## src/rtl/pc_next_unit.sv

```systemverilog
// Program-counter stage: computes PC+4, branch/jump/jr targets and owns the PC register.
// A redirect that arrives while fetch cannot advance is parked until imem/stall allow it.
module pc_next_unit #(
    parameter int unsigned  n        = 32,
    parameter logic [n-1:0] RESET_PC = '0
) (
    input  logic         clk,
    input  logic         reset,
    input  logic         stall,
    input  logic         imem_ready,
    input  logic         branch_taken,
    input  logic [n-1:0] branch_offset,
    input  logic         jump,
    input  logic [25:0]  jump_index,
    input  logic         jr,
    input  logic [n-1:0] jr_target,
    output logic         imem_req,
    output logic [n-1:0] pc,
    output logic [n-1:0] pc_plus4,
    output logic         flush,
    output logic         redir_pending,
    output logic         misaligned
);

    typedef enum logic [1:0] {
        ST_BOOT  = 2'd0,
        ST_FETCH = 2'd1,
        ST_HOLD  = 2'd2
    } state_t;

    state_t       state_q, state_d;
    logic [n-1:0] pc_q, pc_d;
    logic [n-1:0] pend_q, pend_d;
    logic         misaligned_q, misaligned_d;

    logic [n-1:0] pc_plus4_w;
    logic [n-1:0] br_tgt, j_tgt, jr_tgt, sel_tgt;
    logic         redirect, advance;

    assign pc_plus4_w = pc_q + {{(n-3){1'b0}}, 3'd4};
    assign br_tgt     = pc_plus4_w + branch_offset;
    assign j_tgt      = {pc_plus4_w[n-1:28], jump_index, 2'b00};
    assign jr_tgt     = {jr_target[n-1:2], 2'b00};
    assign redirect   = jr | jump | branch_taken;
    assign advance    = imem_ready & ~stall;

    // jr outranks jump, which outranks a taken branch
    always_comb begin
        sel_tgt = br_tgt;
        if (jr) begin
            sel_tgt = jr_tgt;
        end else if (jump) begin
            sel_tgt = j_tgt;
        end
    end

    always_ff @(posedge clk or posedge reset) begin
        if (reset) begin
            state_q      <= ST_BOOT;
            pc_q         <= RESET_PC;
            pend_q       <= '0;
            misaligned_q <= 1'b0;
        end else begin
            state_q      <= state_d;
            pc_q         <= pc_d;
            pend_q       <= pend_d;
            misaligned_q <= misaligned_d;
        end
    end

    always_comb begin
        state_d      = state_q;
        pc_d         = pc_q;
        pend_d       = pend_q;
        misaligned_d = misaligned_q;
        case (state_q)
            ST_BOOT: begin
                state_d = ST_FETCH;
            end
            ST_FETCH: begin
                if (jr && (jr_target[1:0] != 2'b00)) begin
                    misaligned_d = 1'b1;
                end
                if (advance) begin
                    pc_d = redirect ? sel_tgt : pc_plus4_w;
                end else if (redirect) begin
                    pend_d  = sel_tgt;
                    state_d = ST_HOLD;
                end
            end
            ST_HOLD: begin
                // later redirects are dropped; the parked one is applied first
                if (advance) begin
                    pc_d    = pend_q;
                    state_d = ST_FETCH;
                end
            end
            default: begin
                state_d = ST_BOOT;
            end
        endcase
    end

    always_comb begin
        imem_req      = (state_q != ST_BOOT);
        flush         = (state_q == ST_FETCH) && redirect;
        redir_pending = (state_q == ST_HOLD);
    end

    assign pc         = pc_q;
    assign pc_plus4   = pc_plus4_w;
    assign misaligned = misaligned_q;

endmodule

```

## config.mk

```make
export PLATFORM = sky130hd
export DESIGN_NAME = pc_next_unit
export DESIGN_NICKNAME = d
export VERILOG_FILES = /design/src/rtl/pc_next_unit.sv
export SDC_FILE = /design/constraint.sdc
export NUM_CORES = 1
export LEC_CHECK = 0
export BUFFER_PORTS_ARGS = -buffer_cell sky130_fd_sc_hd__buf_2
export CAP_MARGIN = 20
export CORE_MARGIN = 2
export CORE_UTILIZATION = 45
export CTS_CLUSTER_SIZE = 24
export DETAILED_ROUTE_END_ITERATION = 16
export PLACE_DENSITY = 0.66
export SLEW_MARGIN = 5
export SYNTH_ARGS = -nofsm -noshare
export SYNTH_HDL_FRONTEND = slang
export SYNTH_SLANG_ARGS = --single-unit
export TNS_END_PERCENT = 50
```

## constraint.sdc

```tcl
create_clock -name clk -period 4.04 [get_ports clk]
set_input_delay 0.808 -clock clk [delete_from_list [all_inputs] [get_ports clk]]
set_output_delay 0.808 -clock clk [all_outputs]
set_load 0.02 [all_outputs]
```

==> metrics.md, run 1 <==
| Metric | Value |
|---|---|
| Final hold vios | 0 |
| Fraction of layout instances using a drive strength above 1 | 27.5% |
| Worst VDD drop | 0.337 mV |
| Buffer depth of the longest clock path | 2 |
| Yosys cell types | 69 |
| Reg power frac | 21.0% |
| Slew HR | 45.1% |
| TritonRoute pass-1 iters | 5 |
| Tmin final | 3890 ps |
| Worst setup SP type | flop |
| Clk root buf | clkbuf_16 |
| Final ANT Viol Nets | 0 |
| CTS tree | yes |
| Worst Hold Class | reg2reg |
| Most frequent cells in the layout | 164 x buf_2, 120 x nand2_1, 79 x o21ai_0 |
| Clock Latency Late Sink | 350 ps |
| Crit path kind | reg2reg |
| Largest net degree at the start of global routing | 45 |
| Register area share after synthesis | 27.8% |
| P_int | 3080 uW |
| Nets@finish | 1102 |
| Syn. warnings | 0 |
| DP HPWL | 17.2 mm |
| Via density per instance | 5.97 |
| WL/cell | 20.0 microns |
| Syn_area_per_cell | 7.77 sq um |
| Commonest non-fill, non-tap cell in the layout | buf_2 |
| Starting Density | 45.8% |
| Area delta synth->final | 27.1% |
| Gpl congestion | 1.00 |
| Synthesized cell area | 0.00604 sq mm |
| Crit path DAT | 4160 ps |
| Port buffer count | 164 |
| Placed Cells | 1128 |
| Synth Instances | 777 |
| Fin crit share | 96.3% |
| Number of DRC markers in iteration 0 | 603 |
| Core box area | 0.0132 sq mm |
| Cell taking the most area after synthesis | dfrtp_1 |
| Worst Tran Pin Value | 821 ps |
| Final setup fails | 0 |
| Final Non-Filler Cells | 1144 |
| Overflow after GRT | 0 |
| Gr usage total | 32.4% |
| CTS buffer count | 9 |
| Post-Route Utilization | 58.2% |
| Die width | 120 microns |
| Clock power frac | 14.5% |
| Number of I/O pins | 165 |
| Psw | 3000 uW |
| Share of the synthesized area in the top cell type | 27.8% |
| Comb pwr share | 64.5% |
| RSZ-0062 raised after global routing | true |
| Row count | 42 |
| Synth top area cells | dfrtp_1 28%, ha_1 8.1%, nand2_1 7.5% |
| Fin Clk Skew | 7.61 ps |
| Die area | 0.0144 sq mm |
| H-Tree Depth | 3 |
| Net Sw Frac | 49.4% |
| Die span in y | 120 microns |
| Synth async-reset ratio | 100% |
| CP Data Required Time | 4310 ps |
| Max Clock Freq | 0.257 GHz |
| Worst Path Max Fanout | 6 |
| Worst-path clk slew | 60 ps |
| PD cells | 792 mW/mm^2 |
| Max-slew violations | 0 |
| Routed vias | 6830 |
| Synth Flop Type | dfrtp_1 |
| Number of global-route vias before repair | 6299 |
| Detailed Route WL | 22.9 mm |
| DRC | 0 |
| Post-synth EDFFs | 0 |
| Post-synthesis register bit count | 67 |
| Status | completed |
| Max cap viols | 0 |
| First-pass GRT wire length | 35.4 mm |
| Initial antenna violation count | 0 |
| Mapped Nets | 914 |
| Static Leak | 0.00376 uW |
| Clock Sink Count | 67 |
| CP Capture Type | flop |
| N_diodes | 0 |
per-layer routing:
metal | share of wire [%] | up-vias | track usage, %
met5 | 0 | - | 0
li1 | - | 3219 | -
met1 | 43 | 3189 | 45.7
met3 | 9.3 | 46 | 4.99
met2 | 44 | 376 | 49.4
met4 | 3.3 | 0 | 13.7
final cells by class:
cell class              count  area [sq um]
clock buffers              12           256
clock inverters             2          60.1
fillers                  1319          5510
inverters                  15          56.3
multi-input cells         652          4160
flip-flops and latches     67          1680
well taps                 176           220
repair buffers            220          1250
power groups by stage:
stage                     sequential [uW]  combinational (uW)  clock [uW]
after floorplan                      1430                2300           0
after global placement               1270                3820           0
after detailed placement             1280                3820           0
after CTS                            1270                3850         888
after global routing                 1320                4280         917
final                                1280                3920         881
sequential cells by signal (all words and copies together) (netlist names):
register    flops
misaligned      1
pc             32
pend_q         32
state_q         2
per-stage QoR:
stage                     setup TNS [ps]  cell area (sq um)  hold slack, ps  setup WS, ps  power, uW
final                                  0               7680             465           150       6080
after global routing               -11.2               7680             483         -11.2       6520
after CTS                              0               7620             468          32.6       6000
after global placement                 0               7300             448           150       5090
after detailed placement               0               7300             454          75.7       5100
after floorplan                    -44.7               6050             432         -44.7       3730
synthesized netlist by cell type, drive strengths merged, types with 5 or more instances:
library cell and count:
nor2 42, o21bai 5, nor3 8, or3 11, clkbuf 36, o211ai 20, nand2 120, a31oi 8
nand4 16, buf 6, o31ai 6, and2 7, and3 20, mux2i 5, a21oi 73, and4 7
o21a 12, a211oi 8, nor2b 5, o221ai 7, nand2b 8, xor2 25, ha 39, inv 15
o21ai 83, xnor2 27, nand3 26, dfrtp 67, a21o 20
worst paths after layout:
check	start	cells past startpoint	to	slack, ps
hold / removal	pend_q[9]	2	pend_q[9]	460
min in group asynchronous	reset	2	misaligned	510
hold reg to reg	pend_q[9]	2	pend_q[9]	460
max in group asynchronous	reset	3	pend_q[15]	2510
setup / recovery	pc[3]	14	pend_q[30]	150
setup reg to reg	pc[3]	14	pend_q[30]	150
critical path: stages (launching register included):
cell and delay (ps):
dfrtp_1 400, ha_1 210, nand3_1 140, or3_4 390, or3_4 410, nor2_1 150, xor2_1 110, ha_1 390
inv_1 110, or4_1 530, o221ai_1 220, o41ai_2 100, xor2_1 170, a221o_2 340, o21ai_0 130
logic make-up after synthesis:
| logic type | Yosys count | share of synthesized area, % |
|---|---|---|
| multiplexers | 7 | 1.20 |
| adder cells (fa/ha/maj) | 40 | 8.41 |
| flip-flops | 67 | 27.8 |
| AND/OR/NAND/NOR | 283 | 22.9 |
| buffers and inverters | 58 | 4.35 |
| AO/OA/AOI/OAI | 270 | 27.9 |
| XOR/XNOR | 52 | 7.54 |
timing repair:
action	4_1_cts	5_1_grt
hold buffers	0	0
endpoints found under the setup margin	0	18
buffers inserted	0	2
gates resized for setup	0	13
Note: power is estimated with default switching activity, not from simulation.
==> inputs of run 2 (changes only) <==
- CELL_PAD_IN_SITES_DETAIL_PLACEMENT: not set -> 1
- CELL_PAD_IN_SITES_GLOBAL_PLACEMENT: not set -> 2
- CORE_UTILIZATION: 45 -> 30
- PLACE_DENSITY: 0.66 -> 0.77
==> run 2 against run 1 <==
  * Global-route usage shrank 8.2 points
  * Final cell count up 10%
  * Die area is 48% higher
  * Power rose by 5.2%
  * Count of clock-buffer cells in the layout shrank 3
  * Clock power fell by 4.8%
  * Sequential share of layout area decreased by 1.1 points
  * Sequential cell count is the same
  * Design area rose by 5.4%
  * Largest cell class unchanged
==> metrics.md, run 2 (synthesis gave the netlist of run 1 again) <==
| Metric | Value |
|---|---|
| Buffer depth of the longest clock path | 2 |
| Crit path DAT | 4140 ps |
| H-Tree Depth | 3 |
| Final ANT Viol Nets | 0 |
| Number of global-route vias before repair | 6990 |
| Comb pwr share | 66.9% |
| Tmin final | 3890 ps |
| Port buffer count | 164 |
| Most frequent cells in the layout | 164 x buf_2, 120 x nand2_1, 82 x buf_4 |
| CTS tree | yes |
| Final hold vios | 0 |
| CP Capture Type | flop |
| Gpl congestion | 0.845 |
| Worst VDD drop | 0.223 mV |
| Worst Tran Pin Value | 693 ps |
| Clock power frac | 13.1% |
| Final WS setup | 146 ps |
| Crit path kind | reg2reg |
| PD cells | 790 mW/mm^2 |
| Reg2reg end | pend_q[30] |
| Largest net degree at the start of global routing | 47 |
| DP HPWL | 20.5 mm |
| Initial antenna violation count | 0 |
| Net Sw Frac | 49.6% |
| Gr usage total | 24.2% |
| DRC | 0 |
| CTS hold repair buffers | 0 |
| Worst Reg2Reg Path Length in Cells | 14 |
| Die width | 146 microns |
| Max cap viols | 0 |
| Max-slew violations | 0 |
| Static Leak | 0.00391 uW |
| Die span in y | 146 microns |
| Crit path from | pc[3] |
| Area delta synth->final | 33.9% |
| Starting Density | 30.8% |
| Final setup fails | 0 |
| Routed vias | 6821 |
| Status | completed |
| Fin crit share | 96.4% |
| TritonRoute pass-1 iters | 5 |
| Fill cell count | 2462 |
| RSZ-0062 raised after global routing | true |
| Worst setup SP type | flop |
| Nets@finish | 1130 |
| WL/cell | 20.9 microns |
| Fin Clk Skew | 9.71 ps |
| Row count | 51 |
| Pre-CTS setup slack | -235 ps |
| Max Clock Freq | 0.257 GHz |
| Clk root buf | clkbuf_16 |
| First-pass GRT wire length | 40.1 mm |
| Slew HR | 53.7% |
| Detailed Route WL | 26.4 mm |
| Worst Path Max Fanout | 5 |
| Clock Latency Late Sink | 340 ps |
| CP Data Required Time | 4290 ps |
| Psw | 3170 uW |
| Worst Hold Class | in2async |
| Overflow after GRT | 0 |
| R2R Setup Slk | 150 ps |
| Worst-path clk slew | 50 ps |
| Core box area | 0.0196 sq mm |
| Fraction of layout instances using a drive strength above 1 | 31.1% |
| Clock Sink Count | 67 |
| Setup TNS | 0 ps |
| Number of DRC markers in iteration 0 | 340 |
| Reg power frac | 19.9% |
| Via density per instance | 5.41 |
| Commonest non-fill, non-tap cell in the layout | buf_2 |
| Die area | 0.0213 sq mm |
| Reg2reg start | pc[3] |
| P_int | 3220 uW |
| N_diodes | 0 |
| CTS buffer count | 9 |
| Number of I/O pins | 165 |
-- run 2: changes by cell type in the layout (fill, tap and decap cells not counted), moves of 3 or more --
cell,delta
xor2_1,-3
buf_4,+27
a21oi_1,-3
a21oi_2,+3
xnor2_1,-3
xor2_2,+3
ha_2,+3
ha_1,-4
xnor2_2,+3
-- run 2: through the flow --
step                hold slack (ps)  std cells  area, sq um  utilization [%]  total power [uW]
floorplan                       432        777         6050                -              3730
CTS                             467       1255         7930             40.5              6280
finish                          400       1261         8090             41.3              6390
global route                    409       1261         8090             41.3              6850
detailed placement              454       1241         7590             38.8              5400
global placement                450       1241         7590             38.8              5350
-- run 2: final cells by class --
| cell class | instances | area, sq um | share of cell area (%) |
|---|---|---|---|
| multi-input cells | 652 | 4250 | 52.5 |
| repair buffers | 248 | 1480 | 18.2 |
| flip-flops and latches | 67 | 1680 | 20.7 |
| well taps | 265 | 332 | 4.10 |
| clock buffers | 9 | 225 | 2.78 |
| clock inverters | 5 | 80.1 | 0.990 |
| inverters | 15 | 56.3 | 0.696 |
-- run 2: layer usage --
metal,wire length [microns],vias to the layer above,track usage [%]
met5,0,-,0
met1,12500,3332,33.7
met4,329,0,5.39
met3,1520,24,3.79
met2,12000,187,39.4
li1,-,3278,-
-- run 2: worst max path at each step --
stage | endpoint | slack (ps) | cells past startpoint
after CTS | pend_q[30] | -9 | 14
after detailed placement | pend_q[27] | -230 | 14
after global placement | pend_q[27] | -100 | 14
final | pend_q[30] | 150 | 14
after global routing | pend_q[30] | -70 | 15
after floorplan | pend_q[30] | -40 | 15
-- run 2: worst max-delay path: stages, from the launching register on --
cell      delay, ps
dfrtp_1         410
ha_2            220
nand3_2         150
or3_4           400
or3_1           410
nor2_2          160
xor2_2          280
ha_4            210
inv_1            70
or4_1           540
o221ai_2        190
o41ai_2          90
xor2_1          180
a221o_2         350
o21ai_0         140
-- run 2: power by group through the flow --
stage | logic (uW) | registers, uW | clock network [uW]
after floorplan | 2300 | 1430 | 0
after global placement | 4090 | 1260 | 0
after detailed placement | 4130 | 1270 | 0
after CTS | 4160 | 1270 | 853
after global routing | 4660 | 1320 | 877
final | 4280 | 1270 | 839
-- run 2: what timing repair did --
item,4_1_cts,5_1_grt
buffers inserted,0,5
resized for setup,5,23
setup endpoints to repair,9,22
pin swaps,0,2
==> inputs of run 3 (changes only) <==
- CELL_PAD_IN_SITES_DETAIL_PLACEMENT: 1 -> not set
- CELL_PAD_IN_SITES_GLOBAL_PLACEMENT: 2 -> not set
- CORE_UTILIZATION: 30 -> 41
- PLACE_DENSITY: 0.77 -> 0.63
- clock period: 4.04 -> 3.25 ns (I/O delays scaled with it)
==> run 3 against run 2 <==
  * The run now ends with setup timing left
  * Non-clock buffer count grew 124
  * Design area grew 21%
  * Hold slack lost 9.2 ps
  * Power rose by 51%
  * Sequential share of layout area shrank 3.4 points
  * Via count grew 10%
  * First-iteration DRC count increased by 69%
  * Worst setup slack worse by 470 ps
  * Sequential power rose by 19%
  * Clock power grew 18%
  * Critical path depth stayed put
  * Critical endpoint unchanged
==> metrics.md, run 3 (synthesis gave the netlist of run 1 again) <==
| Metric | Value |
|---|---|
| Detailed Route WL | 25.6 mm |
| Gr usage total | 31.5% |
| H-Tree Depth | 3 |
| CTS buffer count | 9 |
| Row count | 44 |
| PD cells | 987 mW/mm^2 |
| Commonest non-fill, non-tap cell in the layout | buf_4 |
| Worst Hold Class | in2async |
| Worst-path clk slew | 60 ps |
| Number of DRC markers in iteration 0 | 574 |
| Fin Clk Skew | 11.3 ps |
| Fraction of layout instances using a drive strength above 1 | 47.5% |
| Clk root buf | clkbuf_16 |
| Max cap viols | 0 |
| Slowest CP cell | or4_4 |
| Max Clock Freq | 0.280 GHz |
| Die area | 0.0157 sq mm |
| WL/cell | 19.6 microns |
| Number of I/O pins | 165 |
| N_diodes | 0 |
| Final hold vios | 0 |
| Clock power frac | 10.2% |
| Slew HR | 48.9% |
| Port buffer count | 164 |
| Worst path top cell family by delay | simple AND/OR/NAND/NOR gates |
| Crit path DAT | 3830 ps |
| Psw | 4440 uW |
| CTS tree | yes |
| Max-slew violations | 0 |
| Largest net degree at the start of global routing | 41 |
| Starting Density | 41.7% |
| Routed vias | 7514 |
| Reg power frac | 15.7% |
| CTS hold repair buffers | 0 |
| CP Data Required Time | 3510 ps |
| Final Non-Filler Cells | 1306 |
| Via density per instance | 5.75 |
| CP Cell Sequence | ha_4 -> nand3_4 -> or3_4 -> or3_4 -> nor2_4 -> xor2_4 -> ha_4 -> inv_2 -> or4_4 -> o221ai_2 -> o41ai_2 -> xor2_1 -> a221o_2 -> o21ai_2 |
| Post-Route Utilization | 67.3% |
| Tmin final | 3570 ps |
| Worst Path Max Fanout | 5 |
| Most frequent cells in the layout | 193 x buf_4, 164 x buf_2, 111 x nand2_1 |
| Worst VDD drop | 0.609 mV |
| DP HPWL | 18.9 mm |
| Core box area | 0.0145 sq mm |
| Crit path buf inv count | 1 |
| Worst setup SP type | flop |
| Final setup fails | 32 |
| RSZ-0062 raised after global routing | true |
| DRC | 0 |
| Number of global-route vias before repair | 7155 |
| Placed Cells | 1253 |
| Clock Sink Count | 67 |
| Gpl congestion | 0.937 |
| Net Sw Frac | 46.1% |
| CP max stage delay | 520 ps |
| Fill cell count | 1236 |
| TritonRoute pass-1 iters | 5 |
| Failing checks | setup timing |
| Worst Tran Pin Value | 759 ps |
| Clock Latency Late Sink | 340 ps |
| Comb pwr share | 74.1% |
| Overflow after GRT | 0 |
| Nets@finish | 1254 |
| Crit path kind | reg2reg |
| Status | finished with violations |
| Static Leak | 0.00468 uW |
| Initial antenna violation count | 0 |
| Final ANT Viol Nets | 0 |
| P_int | 5180 uW |
| Die span in y | 125 microns |
| Die width | 125 microns |
| Area delta synth->final | 61.4% |
| CP Capture Type | flop |
| First-pass GRT wire length | 38.5 mm |
| Fin crit share | 110% |
| Final WS setup | -321 ps |
| Buffer depth of the longest clock path | 2 |
run 3: changes by cell type in the layout (fill, tap and decap cells not counted), sizes merged:
cell and change:
buf +124, clkbuf +5, clkinvlp -2, bufinv -1
run 3: repair_timing:
item / in CTS / in global routing
pin swaps: 54 / 53
resized for setup: 94 / 63
setup buffers: 21 / 16
endpoints found under the hold margin: 0 / 0
endpoints found under the setup margin: 38 / 44
run 3: through the flow:
step | cell area (sq um) | hold WS, ps | total power [uW] | worst slack (ps) | setup TNS, ps
CTS | 9310 | 404 | 9050 | -322 | -3670
global route | 9750 | 437 | 10200 | -431 | -10350
detailed placement | 8450 | 450 | 7490 | -421 | -8810
finish | 9750 | 391 | 9620 | -321 | -4870
floorplan | 6290 | 432 | 4840 | -397 | -5050
global placement | 8450 | 448 | 7440 | -367 | -7220
run 3: cell type report:
cell class,count,area [sq um],share of cell area (%)
well taps,184,230,2.36
clock inverters,2,35.0,0.359
multi-input cells,652,5010,51.4
clock buffers,14,264,2.71
inverters,15,56.3,0.577
repair buffers,372,2460,25.3
flip-flops and latches,67,1690,17.3
run 3: power groups by stage:
stage / registers [uW] / clock network (uW) / logic (uW)
floorplan: 1840 / 0 / 3000
global placement: 1510 / 0 / 5930
detailed placement: 1520 / 0 / 5960
CTS: 1500 / 1000 / 6540
global route: 1550 / 1050 / 7610
finish: 1510 / 986 / 7130
run 3: routing by layer:
layer  track usage, %  vias up  share of wire, %
li1                 -     3525                 -
met1             38.3     3550                39
met2             53.6      357                49
met3             5.22       82               6.6
met4             16.6        0               5.7
met5                0        -                 0
run 3: worst paths after layout:
path / startpoint / endpoint / slack [ps] / depth (start not counted)
max: pc[2] / pend_q[30] / -320 / 14
min: reset / pend_q[2] / 390 / 2
max reg2reg: pc[2] / pend_q[30] / -320 / 14
min reg2reg: pend_q[9] / pend_q[9] / 460 / 2
max in group asynchronous: reset / pc[30] / 2210 / 3
min in group clk: pend_q[9] / pend_q[9] / 460 / 2
